`config.mk`:
```
export PLATFORM = sky130hd
export DESIGN_NAME = weightmem_ctrl_flat
export DESIGN_NICKNAME = d
export VERILOG_FILES = /design/src/rtl/weightmem_ctrl_pkg.sv /design/src/rtl/weightmem_ctrl_if.sv /design/src/rtl/weightmem_rd_fifo.sv /design/src/rtl/weightmem_ctrl.sv /design/src/flat_wrapper.sv
export SDC_FILE = /design/constraint.sdc
export NUM_CORES = 1
export LEC_CHECK = 0
export ABC_AREA = 1
export BUFFER_PORTS_ARGS = -buffer_cell sky130_fd_sc_hd__buf_2
export CAP_MARGIN = 20
export CORE_UTILIZATION = 30
export CTS_CLUSTER_SIZE = 16
export DETAILED_ROUTE_END_ITERATION = 16
export PLACE_DENSITY_LB_ADDON = 0.2
export REMOVE_ABC_BUFFERS = 1
export SETUP_SLACK_MARGIN = 0.15
export SYNTH_ARGS = -nofsm -noshare
export SYNTH_HDL_FRONTEND = slang
export SYNTH_HIERARCHICAL = 1
export SYNTH_SLANG_ARGS = --single-unit
```
`constraint.sdc`:
```
create_clock -name clk_i -period 2.95 [get_ports clk_i]
set_input_delay 0.59 -clock clk_i [delete_from_list [all_inputs] [get_ports clk_i]]
set_output_delay 0.59 -clock clk_i [all_outputs]
set_load 0.1 [all_outputs]
```
`src/rtl/weightmem_ctrl_pkg.sv`:
```
// Shared types and default geometry for the weight-memory controller.
package weightmem_ctrl_pkg;

    localparam int N_I             = 64;
    localparam int WEIGHT_STAGGER  = 8;
    localparam int WEIGHTBANKDEPTH = 16;
    // Physical bits per stored weight word.
    localparam int WEIGHT_WORD_BITS = ((N_I / WEIGHT_STAGGER + 4) / 5) * 5 / 5 * 8;

    typedef enum logic [1:0] {
        IDLE,
        READ,
        DRAIN
    } weightmem_ctrl_state_e;

endpackage

```
`src/rtl/weightmem_ctrl_if.sv`:
```
// Host write, burst request, read stream and SRAM bank signals of the controller.
interface weightmem_ctrl_if
    import weightmem_ctrl_pkg::*;
#(
    parameter int ADDR_WIDTH = $clog2(WEIGHTBANKDEPTH),
    parameter int DATA_WIDTH = WEIGHT_WORD_BITS,
    parameter int LEN_WIDTH  = $clog2(WEIGHTBANKDEPTH) + 1
);
    logic                  wr_req_i;
    logic [ADDR_WIDTH-1:0] wr_addr_i;
    logic [DATA_WIDTH-1:0] wr_data_i;
    logic                  wr_gnt_o;

    logic                  burst_valid_i;
    logic [ADDR_WIDTH-1:0] burst_addr_i;
    logic [LEN_WIDTH-1:0]  burst_len_i;
    logic                  burst_ready_o;

    logic                  rd_valid_o;
    logic [DATA_WIDTH-1:0] rd_data_o;
    logic                  rd_last_o;
    logic                  rd_ready_i;
    logic                  done_o;

    logic                  mem_req_o;
    logic                  mem_we_o;
    logic [ADDR_WIDTH-1:0] mem_addr_o;
    logic [DATA_WIDTH-1:0] mem_wdata_o;
    logic [DATA_WIDTH-1:0] mem_be_o;
    logic [DATA_WIDTH-1:0] mem_rdata_i;

    modport master (
        output wr_req_i, wr_addr_i, wr_data_i,
        output burst_valid_i, burst_addr_i, burst_len_i,
        output rd_ready_i, mem_rdata_i,
        input  wr_gnt_o, burst_ready_o, rd_valid_o, rd_data_o, rd_last_o, done_o,
        input  mem_req_o, mem_we_o, mem_addr_o, mem_wdata_o, mem_be_o
    );

    modport slave (
        input  wr_req_i, wr_addr_i, wr_data_i,
        input  burst_valid_i, burst_addr_i, burst_len_i,
        input  rd_ready_i, mem_rdata_i,
        output wr_gnt_o, burst_ready_o, rd_valid_o, rd_data_o, rd_last_o, done_o,
        output mem_req_o, mem_we_o, mem_addr_o, mem_wdata_o, mem_be_o
    );

endinterface

```
`src/rtl/weightmem_rd_fifo.sv`:
```
// Two-entry read-data FIFO; push and pop take effect at the clock edge, head is visible at once.
// Caller guarantees no push when full and no pop when empty; simultaneous push/pop are both honoured.
module weightmem_rd_fifo #(
    parameter int WIDTH = 8
) (
    input  logic             clk,
    input  logic             rst,
    input  logic             push,
    input  logic [WIDTH-1:0] push_dat,
    input  logic             pop,
    output logic [WIDTH-1:0] head_dat,
    output logic [1:0]       cnt
);

    logic [WIDTH-1:0] slot [2];
    logic             wr_ptr;
    logic             rd_ptr;

    always_ff @(posedge clk or posedge rst) begin
        if (rst) begin
            slot[0] <= '0;
            slot[1] <= '0;
            wr_ptr  <= 1'b0;
            rd_ptr  <= 1'b0;
            cnt     <= 2'd0;
        end else begin
            if (push) begin
                slot[wr_ptr] <= push_dat;
                wr_ptr       <= ~wr_ptr;
            end
            if (pop) begin
                rd_ptr <= ~rd_ptr;
            end
            cnt <= cnt + {1'b0, push} - {1'b0, pop};
        end
    end

    // Empty FIFO presents zeros so stale words never leak onto the stream.
    assign head_dat = (cnt != 2'd0) ? slot[rd_ptr] : '0;

endmodule

```
`src/rtl/weightmem_ctrl.sv`:
```
// Arbitrates one single-port weight bank between host writes and burst reads; burst words stream out
// via a 2-entry FIFO, first word valid three cycles after acceptance, issue stalls under backpressure.
module weightmem_ctrl
    import weightmem_ctrl_pkg::*;
#(
    parameter int NUM_WORDS  = WEIGHTBANKDEPTH,
    parameter int DATA_WIDTH = WEIGHT_WORD_BITS,
    parameter int ADDR_WIDTH = $clog2(NUM_WORDS),
    parameter int LEN_WIDTH  = $clog2(NUM_WORDS) + 1
) (
    input  logic            clk_i,
    input  logic            rst_i,
    weightmem_ctrl_if.slave bus
);

    weightmem_ctrl_state_e state_q, state_d;

    logic [ADDR_WIDTH-1:0] addr_q;
    logic [LEN_WIDTH-1:0]  rem_q;
    logic                  inflight_q;
    logic                  inflight_last_q;

    logic                  wr_gnt;
    logic                  burst_ready;
    logic                  accept;
    logic                  issue;
    logic                  done;
    logic                  pop;
    logic                  room;
    logic [2:0]            occ;
    logic                  final_issue;
    logic [ADDR_WIDTH-1:0] addr_next;

    logic [1:0]            fifo_cnt;
    logic [DATA_WIDTH:0]   fifo_head;

    assign pop         = bus.rd_valid_o & bus.rd_ready_i;
    // Words already buffered or on their way, minus the one leaving this cycle.
    assign occ         = {1'b0, fifo_cnt} + {2'b00, inflight_q} - {2'b00, pop};
    assign room        = (occ < 3'd2);
    assign final_issue = (rem_q == LEN_WIDTH'(1));
    assign addr_next   = (addr_q == ADDR_WIDTH'(NUM_WORDS - 1)) ? '0 : addr_q + 1'b1;
    assign accept      = burst_ready & bus.burst_valid_i;

    always_comb begin
        state_d     = state_q;
        wr_gnt      = 1'b0;
        burst_ready = 1'b0;
        issue       = 1'b0;
        done        = 1'b0;
        case (state_q)
            IDLE: begin
                if (bus.wr_req_i) begin
                    wr_gnt = 1'b1;
                end else begin
                    burst_ready = 1'b1;
                end
            end
            READ: begin
                if (room) begin
                    issue = 1'b1;
                    if (final_issue) begin
                        state_d = DRAIN;
                    end
                end
            end
            DRAIN: begin
                // Completion cycle already behaves as idle towards the burst port.
                if (fifo_cnt == 2'd0 && !inflight_q) begin
                    done        = 1'b1;
                    state_d     = IDLE;
                    burst_ready = ~bus.wr_req_i;
                end
            end
            default: state_d = IDLE;
        endcase
        if (accept) begin
            state_d = (bus.burst_len_i == '0) ? DRAIN : READ;
        end
    end

    always_ff @(posedge clk_i or posedge rst_i) begin
        if (rst_i) begin
            state_q         <= IDLE;
            addr_q          <= '0;
            rem_q           <= '0;
            inflight_q      <= 1'b0;
            inflight_last_q <= 1'b0;
        end else begin
            state_q         <= state_d;
            inflight_q      <= issue;
            inflight_last_q <= issue & final_issue;
            if (accept) begin
                addr_q <= bus.burst_addr_i;
                rem_q  <= bus.burst_len_i;
            end else if (issue) begin
                addr_q <= addr_next;
                rem_q  <= rem_q - LEN_WIDTH'(1);
            end
        end
    end

    weightmem_rd_fifo #(
        .WIDTH(DATA_WIDTH + 1)
    ) u_fifo (
        .clk     (clk_i),
        .rst     (rst_i),
        .push    (inflight_q),
        .push_dat({inflight_last_q, bus.mem_rdata_i}),
        .pop     (pop),
        .head_dat(fifo_head),
        .cnt     (fifo_cnt)
    );

    assign bus.wr_gnt_o      = wr_gnt;
    assign bus.burst_ready_o = burst_ready;
    assign bus.done_o        = done;
    assign bus.rd_valid_o    = (fifo_cnt != 2'd0);
    assign bus.rd_last_o     = fifo_head[DATA_WIDTH];
    assign bus.rd_data_o     = fifo_head[DATA_WIDTH-1:0];

    assign bus.mem_req_o   = wr_gnt | issue;
    assign bus.mem_we_o    = wr_gnt;
    assign bus.mem_addr_o  = wr_gnt ? bus.wr_addr_i : (issue ? addr_q : '0);
    assign bus.mem_wdata_o = wr_gnt ? bus.wr_data_i : '0;
    assign bus.mem_be_o    = '1;

endmodule

```
`src/flat_wrapper.sv`:
```
// flat-port wrapper written by rule: the top's interface ports become plain ports
module weightmem_ctrl_flat import weightmem_ctrl_pkg::*;
#(
    parameter int NUM_WORDS  = WEIGHTBANKDEPTH,
    parameter int DATA_WIDTH = WEIGHT_WORD_BITS,
    parameter int ADDR_WIDTH = $clog2(NUM_WORDS),
    parameter int LEN_WIDTH  = $clog2(NUM_WORDS) + 1
)
  (clk_i, rst_i, bus_wr_req_i, bus_wr_addr_i, bus_wr_data_i, bus_burst_valid_i, bus_burst_addr_i, bus_burst_len_i, bus_rd_ready_i, bus_mem_rdata_i, bus_wr_gnt_o, bus_burst_ready_o, bus_rd_valid_o, bus_rd_data_o, bus_rd_last_o, bus_done_o, bus_mem_req_o, bus_mem_we_o, bus_mem_addr_o, bus_mem_wdata_o, bus_mem_be_o);
  weightmem_ctrl_if #(.ADDR_WIDTH(ADDR_WIDTH), .DATA_WIDTH(DATA_WIDTH), .LEN_WIDTH(LEN_WIDTH)) bus_i ();
  input  logic clk_i;
  input  logic rst_i;
  input wire logic [$bits(bus_i.wr_req_i)-1:0] bus_wr_req_i;
  input wire logic [$bits(bus_i.wr_addr_i)-1:0] bus_wr_addr_i;
  input wire logic [$bits(bus_i.wr_data_i)-1:0] bus_wr_data_i;
  input wire logic [$bits(bus_i.burst_valid_i)-1:0] bus_burst_valid_i;
  input wire logic [$bits(bus_i.burst_addr_i)-1:0] bus_burst_addr_i;
  input wire logic [$bits(bus_i.burst_len_i)-1:0] bus_burst_len_i;
  input wire logic [$bits(bus_i.rd_ready_i)-1:0] bus_rd_ready_i;
  input wire logic [$bits(bus_i.mem_rdata_i)-1:0] bus_mem_rdata_i;
  output wire logic [$bits(bus_i.wr_gnt_o)-1:0] bus_wr_gnt_o;
  output wire logic [$bits(bus_i.burst_ready_o)-1:0] bus_burst_ready_o;
  output wire logic [$bits(bus_i.rd_valid_o)-1:0] bus_rd_valid_o;
  output wire logic [$bits(bus_i.rd_data_o)-1:0] bus_rd_data_o;
  output wire logic [$bits(bus_i.rd_last_o)-1:0] bus_rd_last_o;
  output wire logic [$bits(bus_i.done_o)-1:0] bus_done_o;
  output wire logic [$bits(bus_i.mem_req_o)-1:0] bus_mem_req_o;
  output wire logic [$bits(bus_i.mem_we_o)-1:0] bus_mem_we_o;
  output wire logic [$bits(bus_i.mem_addr_o)-1:0] bus_mem_addr_o;
  output wire logic [$bits(bus_i.mem_wdata_o)-1:0] bus_mem_wdata_o;
  output wire logic [$bits(bus_i.mem_be_o)-1:0] bus_mem_be_o;
  assign bus_i.wr_req_i = bus_wr_req_i;
  assign bus_i.wr_addr_i = bus_wr_addr_i;
  assign bus_i.wr_data_i = bus_wr_data_i;
  assign bus_i.burst_valid_i = bus_burst_valid_i;
  assign bus_i.burst_addr_i = bus_burst_addr_i;
  assign bus_i.burst_len_i = bus_burst_len_i;
  assign bus_i.rd_ready_i = bus_rd_ready_i;
  assign bus_i.mem_rdata_i = bus_mem_rdata_i;
  assign bus_wr_gnt_o = bus_i.wr_gnt_o;
  assign bus_burst_ready_o = bus_i.burst_ready_o;
  assign bus_rd_valid_o = bus_i.rd_valid_o;
  assign bus_rd_data_o = bus_i.rd_data_o;
  assign bus_rd_last_o = bus_i.rd_last_o;
  assign bus_done_o = bus_i.done_o;
  assign bus_mem_req_o = bus_i.mem_req_o;
  assign bus_mem_we_o = bus_i.mem_we_o;
  assign bus_mem_addr_o = bus_i.mem_addr_o;
  assign bus_mem_wdata_o = bus_i.mem_wdata_o;
  assign bus_mem_be_o = bus_i.mem_be_o;
  weightmem_ctrl #(.NUM_WORDS(NUM_WORDS), .DATA_WIDTH(DATA_WIDTH), .ADDR_WIDTH(ADDR_WIDTH), .LEN_WIDTH(LEN_WIDTH)) u_core (.clk_i(clk_i), .rst_i(rst_i), .bus(bus_i));
endmodule
```
==> flow_metrics.env, run 1 <==
export IMPL_dieArea_mm2=0.0108
export IMPL_final_core_util=0.406
export IMPL_drt_wl_total_um=7300
export IMPL_antenna_cells=0
export IMPL_io_pins=109
export IMPL_slew_viol_final=0
export IMPL_wire_per_inst_um=11.6
export IMPL_clock_sinks=51
export IMPL_finalCriticalPeriod_ns=3.15
export IMPL_final_period_utilization=1.07
export IMPL_final_cell_mix="nand2_1 (87), buf_2 (84), dfrtp_1 (51)"
export IMPL_grt_overflow=0
export IMPL_hpwlAfterDp_um=5080
export IMPL_rr_worst_depth=13
export IMPL_start_util=0.314
export IMPL_r2r_start="u_core/u_fifo/cnt[0]"
export IMPL_ant_nets=0
export IMPL_multiInputGateArea_mm2=0.00147
export IMPL_portBuffers=92
export IMPL_gp_congestion=0.756
export IMPL_reg2reg_to="u_core/rem_q[1]"
export IMPL_antenna_found_initial=0
export IMPL_via_per_inst=4.29
export IMPL_dr_pass1_iters=4
export IMPL_die_height_um=104
export IMPL_tightest_slew_ns=0.715
export IMPL_violations="setup timing"
export IMPL_synthDistinctLibCells=29
export IMPL_rsz0062_at_grt="true"
export IMPL_worstPathArrival_ns=2.56
export IMPL_clk_pin_slew_ns=0.10
export IMPL_synth_yosys_warnings=6
export IMPL_finalWorstSetupSlack_ns=-0.198
export IMPL_postSynthCellCount=382
export IMPL_grt_usage=0.140
export IMPL_setup_tns_ns=-0.970
export IMPL_regToRegSetupSlack_ns=0.32
export IMPL_grt_pass1_wl_um=12200
export IMPL_setup_viol=6
export IMPL_crit_type="reg2out"
export IMPL_stdcell_area_mm2=0.00404
export IMPL_grt_max_degree=39
export IMPL_crit_path_max_fanout=5
export IMPL_final_common_cell="nand2_1"
export IMPL_grt_pass1_vias=2633
export IMPL_slowest_stage="fa_2"
export IMPL_slew_headroom=0.523
export IMPL_synth_seq_cells=51
export IMPL_cts_path_max_buffers=2
export IMPL_std_cell_rows=36
export IMPL_fin_hold_ws_ns=0.303
export IMPL_place_area_mm2=0.00370
export IMPL_drive_gt1_frac=0.427
export IMPL_htreeDepth=2
export IMPL_crit_top_cell="nor2_2"
export IMPL_required_ns=2.36
export IMPL_critPathCaptureType="primary output"
export IMPL_finClkSkew_ns=0.00733
export IMPL_crit_end="bus_mem_addr_o[0]"
export IMPL_root_buffer="clkbuf_8"
export IMPL_critPathLaunch="u_core/u_fifo/cnt[0]"
export IMPL_cts_tree="built"
export IMPL_status="complete, but fails checks"
export IMPL_area_growth_pct=29.3
export IMPL_vias=2689
export IMPL_drv_cap=0
export IMPL_die_w_um=104
export IMPL_nets=550
export IMPL_netlist_area_mm2=0.00313
export IMPL_path_cells="nor2_2 -> nor2_2 -> ha_1 -> or2_4 -> fa_2 -> nand2_2 -> nor2_4 -> nand2_4 -> o21ai_2 -> buf_12"
export IMPL_max_stage_delay_ns=0.53
export IMPL_insertion_delay_ns=0.30
export IMPL_drt_iter0_drc=108
export IMPL_core_mm2=0.00995
export IMPL_drc=0
export IMPL_max_freq_mhz=318
export IMPL_seq_area_frac_synth=0.408
export IMPL_fillers=1043
export IMPL_startpoint_type="flop"
export IMPL_cts_inserted_buffers=5
export IMPL_seqCellArea_mm2=0.00128
export IMPL_hold_class="in2async"
export IMPL_avgSynthCellArea_um2=8.18
export IMPL_timing_final_hold_violations=0
## synth_stat cells
master | n | area share
a21boi_0 | 1 | 0.0024
a21oi_1 | 17 | 0.027
buf_2 | 2 | 0.0032
buf_4 | 19 | 0.046
buf_6 | 9 | 0.032
conb_1 | 1 | 0.0012
dfrtp_1 | 51 | 0.41
fa_1 | 1 | 0.0064
ha_1 | 6 | 0.024
inv_1 | 49 | 0.059
inv_2 | 6 | 0.0072
inv_4 | 1 | 0.0020
nand2_1 | 91 | 0.11
nand2_2 | 21 | 0.042
nand2_4 | 3 | 0.011
nand3_1 | 22 | 0.035
nand3_2 | 1 | 0.0032
nand4_1 | 2 | 0.0040
nor2_1 | 25 | 0.030
nor2_2 | 3 | 0.0060
nor2_4 | 3 | 0.011
nor3_1 | 1 | 0.0016
o2111ai_1 | 1 | 0.0028
o21ai_0 | 1 | 0.0016
o21ai_2 | 37 | 0.10
or2_1 | 1 | 0.0020
or2_2 | 2 | 0.0040
xnor2_1 | 1 | 0.0028
xor2_1 | 4 | 0.011
## per-stage QoR
stage	std cells	setup WS, ns
floorplan	367	-0.899
global placement	602	-0.189
detailed placement	602	-0.202
CTS	623	-0.260
global route	627	-0.337
finish	627	-0.198
## cell type report
class | instances | area share
clock buffers | 6 | 0.0180
clock inverters | 2 | 0.00310
inverters | 56 | 0.0539
multi-input cells | 260 | 0.364
flip-flops and latches | 51 | 0.316
well taps | 133 | 0.0412
repair buffers | 119 | 0.204
## kinds of logic after synthesis
group | count (synthesis) | synth area share
AND/OR/NAND/NOR | 175 | 0.259
buffers and inverters | 86 | 0.149
AO/OA/AOI/OAI | 57 | 0.138
flip-flops | 51 | 0.408
adder cells (fa/ha/maj) | 7 | 0.0304
XOR/XNOR | 5 | 0.0140
other | 1 | 0.00120
## what timing repair did
| action | 4_1_cts | 5_1_grt |
|---|---|---|
| hold buffers | 0 | 0 |
| pin swaps | 9 | 6 |
| resized for setup | 20 | 16 |
| setup endpoints to repair | 5 | 8 |
| buffers inserted | 13 | 4 |
## worst max-delay path: cells and delay by family (launching register included)
kind	cells	cell delay (ns)
buf+inv	1	0.19
compound gates	1	0.18
flops	1	0.40
simple gates	6	0.69
fa+ha+maj	2	0.80
## flip-flops by register name (all words and copies together) (netlist names)
register                flops
u_core/u_fifo/slot         34
u_core/rem_q                5
u_core/addr_q               4
u_core/state_q              2
u_core/u_fifo/cnt           2
u_core/inflight_last_q      1
u_core/inflight_q           1
u_core/u_fifo/rd_ptr        1
u_core/u_fifo/wr_ptr        1
## layer usage
layer / track usage / share of wire / vias up
met5: 0 / 0 / -
met4: 0.0337 / 0.016 / 0
met3: 0.0313 / 0.056 / 10
met2: 0.251 / 0.48 / 93
met1: 0.169 / 0.44 / 1219
li1: - / - / 1367
## how the worst min path moves through the flow
stage | startpoint | end | slack [ns] | depth (start not counted)
after floorplan | u_core/u_fifo/slot[12] | u_core/u_fifo/slot[12] | 0.45 | 2
after global placement | u_core/u_fifo/slot[30] | u_core/u_fifo/slot[30] | 0.47 | 2
after detailed placement | u_core/u_fifo/slot[27] | u_core/u_fifo/slot[27] | 0.47 | 2
after CTS | rst_i | u_core/rem_q[2] | 0.32 | 2
after global routing | rst_i | u_core/rem_q[2] | 0.33 | 2
final | rst_i | u_core/rem_q[2] | 0.30 | 2
Power of run 1 is not shown: default switching activity piles up to over one toggle a cycle in this logic, so the estimate is an artifact.
==> run 2: changes to the inputs <==
clock period = 3.7 ns   (was 2.95 ns; I/O delays follow)
==> run 2 against run 1 <==
Effect of this change:
- the run now ends clean
- count of clock-buffer cells in the layout is the same
- register-to-register slack gained 0.83 ns
- global-route usage shrank 0.34 points
- flip-flop and latch count is the same
- final area shrank 4.7%
- non-clock buffer count shrank 20
- critical path depth grew 2
- worst hold slack gained 0.17 ns
- final cell count shrank 3.2%
- worst setup slack gained 0.43 ns
- utilization shrank 1.9 points
- first-iteration DRC count shrank 25%
- critical endpoint is now bus_mem_addr_o[1]
==> flow_metrics.env, run 2 (synthesis gave the netlist of run 1 again) <==
export IMPL_via_per_inst=4.31
export IMPL_hpwlAfterDp_um=4910
export IMPL_grt_usage=0.137
export IMPL_final_cell_mix="buf_2 (87), nand2_1 (87), inv_1 (49), dfrtp_1 (49), o21ai_2 (37)"
export IMPL_rsz0062_at_grt="true"
export IMPL_area_growth_pct=23.2
export IMPL_grt_overflow=0
export IMPL_tightest_slew_ns=0.837
export IMPL_nets=530
export IMPL_critPathCaptureType="primary output"
export IMPL_timing_final_hold_violations=0
export IMPL_drive_gt1_frac=0.405
export IMPL_drt_iter0_drc=81
export IMPL_die_height_um=104
export IMPL_hold_class="in2async"
export IMPL_status="finished, final reports clean"
export IMPL_antenna_cells=0
export IMPL_wire_per_inst_um=11.8
export IMPL_clk_pin_slew_ns=0.09
export IMPL_clock_sinks=51
export IMPL_worstPathArrival_ns=2.72
export IMPL_top_register="u_core/u_fifo/slot"
export IMPL_antenna_found_initial=0
export IMPL_path_cells="nor2_4 -> nor2_2 -> ha_1 -> or2_4 -> fa_2 -> nand2_2 -> nor2_4 -> nand2_4 -> inv_4 -> nand2_4 -> nand2_4 -> buf_12"
export IMPL_insertion_delay_ns=0.30
export IMPL_root_buffer="clkbuf_8"
export IMPL_drt_wl_total_um=7130
export IMPL_drv_cap=0
export IMPL_required_ns=2.96
export IMPL_cts_inserted_buffers=5
export IMPL_grt_pass1_wl_um=11900
export IMPL_final_period_utilization=0.936
export IMPL_rr_worst_depth=11
export IMPL_multiInputGateArea_mm2=0.00148
export IMPL_cts_path_max_buffers=2
export IMPL_setup_viol=0
export IMPL_cts_hold_fix_buffers=0
export IMPL_crit_path_max_fanout=5
export IMPL_finClkSkew_ns=0.00968
export IMPL_fillers=1041
export IMPL_ant_nets=0
export IMPL_core_mm2=0.00995
export IMPL_std_cell_rows=36
export IMPL_crit_type="reg2out"
export IMPL_finalCriticalPeriod_ns=3.46
export IMPL_drc=0
export IMPL_grt_pass1_vias=2510
export IMPL_place_ws_ns=0.111
export IMPL_crit_top_cell="nand2_4"
export IMPL_finalWorstSetupSlack_ns=0.237
export IMPL_slew_headroom=0.442
export IMPL_dr_pass1_iters=4
export IMPL_max_freq_mhz=289
export IMPL_reg_largest_list="u_core/u_fifo/slot x34, u_core/rem_q x5, u_core/addr_q x4"
export IMPL_largest_reg_flops=34
export IMPL_portBuffers=92
export IMPL_slowest_stage="fa_2"
export IMPL_start_util=0.314
export IMPL_vias=2616
export IMPL_dieArea_mm2=0.0108
export IMPL_gp_congestion=0.730
export IMPL_max_stage_delay_ns=0.57
export IMPL_cts_tree="built"
export IMPL_slew_viol_final=0
export IMPL_htreeDepth=2
export IMPL_io_pins=109
export IMPL_die_w_um=104
export IMPL_seqCellArea_mm2=0.00128
export IMPL_grt_max_degree=39
export IMPL_startpoint_type="flop"
[run 2: cell count changes in the layout (fill, tap and decap cells not counted), moves of 2 or more]
cell | before | now
buf_6 | 13 | 0
buf_4 | 14 | 7
buf_2 | 84 | 87
nand2_2 | 24 | 21
nand2_4 | 4 | 7
buf_12 | 7 | 5
dfrtp_1 | 51 | 49
dfrtp_2 | 0 | 2
[run 2: timing repair]
| item | 4_1_cts | 5_1_grt |
|---|---|---|
| setup buffers | 2 | 2 |
| pin swaps | 0 | 9 |
| gates resized for setup | 3 | 12 |
| endpoints found under the setup margin | 5 | 4 |
[run 2: metrics by stage]
| step | TNS [ns] | area, um^2 | std cells | util | hold slack, ns |
|---|---|---|---|---|---|
| 4_1_cts | 0 | 3800 | 605 | 0.381 | 0.486 |
| 3_3_place_gp | 0 | 3650 | 595 | 0.367 | 0.466 |
| 6_report | 0 | 3850 | 607 | 0.387 | 0.476 |
| 2_1_floorplan | -7.94 | 2930 | 367 | - | 0.455 |
| 3_5_place_dp | 0 | 3650 | 595 | 0.367 | 0.467 |
| 5_1_grt | 0 | 3850 | 607 | 0.387 | 0.503 |
[run 2: worst paths after layout]
| kind | from | end | slack (ns) |
|---|---|---|---|
| setup / recovery | u_core/u_fifo/cnt[0] | bus_mem_addr_o[1] | 0.24 |
| max in group asynchronous | rst_i | u_core/u_fifo/cnt[0] | 2.77 |
| hold reg to reg | u_core/u_fifo/slot[28] | u_core/u_fifo/slot[28] | 0.49 |
| setup reg to reg | u_core/u_fifo/cnt[0] | u_core/rem_q[1] | 1.15 |
| hold / removal | rst_i | u_core/rem_q[3] | 0.48 |
| min in group clk_i | u_core/u_fifo/slot[28] | u_core/u_fifo/slot[28] | 0.49 |
[run 2: final cells by class]
| cell class | instances | area share |
|---|---|---|
| Sequential cell | 51 | 0.332 |
| Multi-Input combinational cell | 260 | 0.385 |
| Timing Repair Buffer | 99 | 0.153 |
| Tap cell | 133 | 0.0432 |
| Inverter | 56 | 0.0559 |
| Clock buffer | 6 | 0.0214 |
| Clock inverter | 2 | 0.0101 |
[run 2: worst max-delay path: cells and delay by family, from the launching register on]
| family | cells | cell delay [ns] |
|---|---|---|
| fa+ha+maj | 2 | 0.83 |
| buf+inv | 2 | 0.26 |
| flops | 1 | 0.47 |
| simple gates | 8 | 0.87 |
[run 2: metal layers]
metal,routed length [um],share of wire,track usage
met5,0,0,0
met2,3380,0.47,0.234
met4,31,0.0043,0.0245
met1,3340,0.47,0.176
met3,389,0.055,0.0320
Power of run 2 is left out for the same reason.
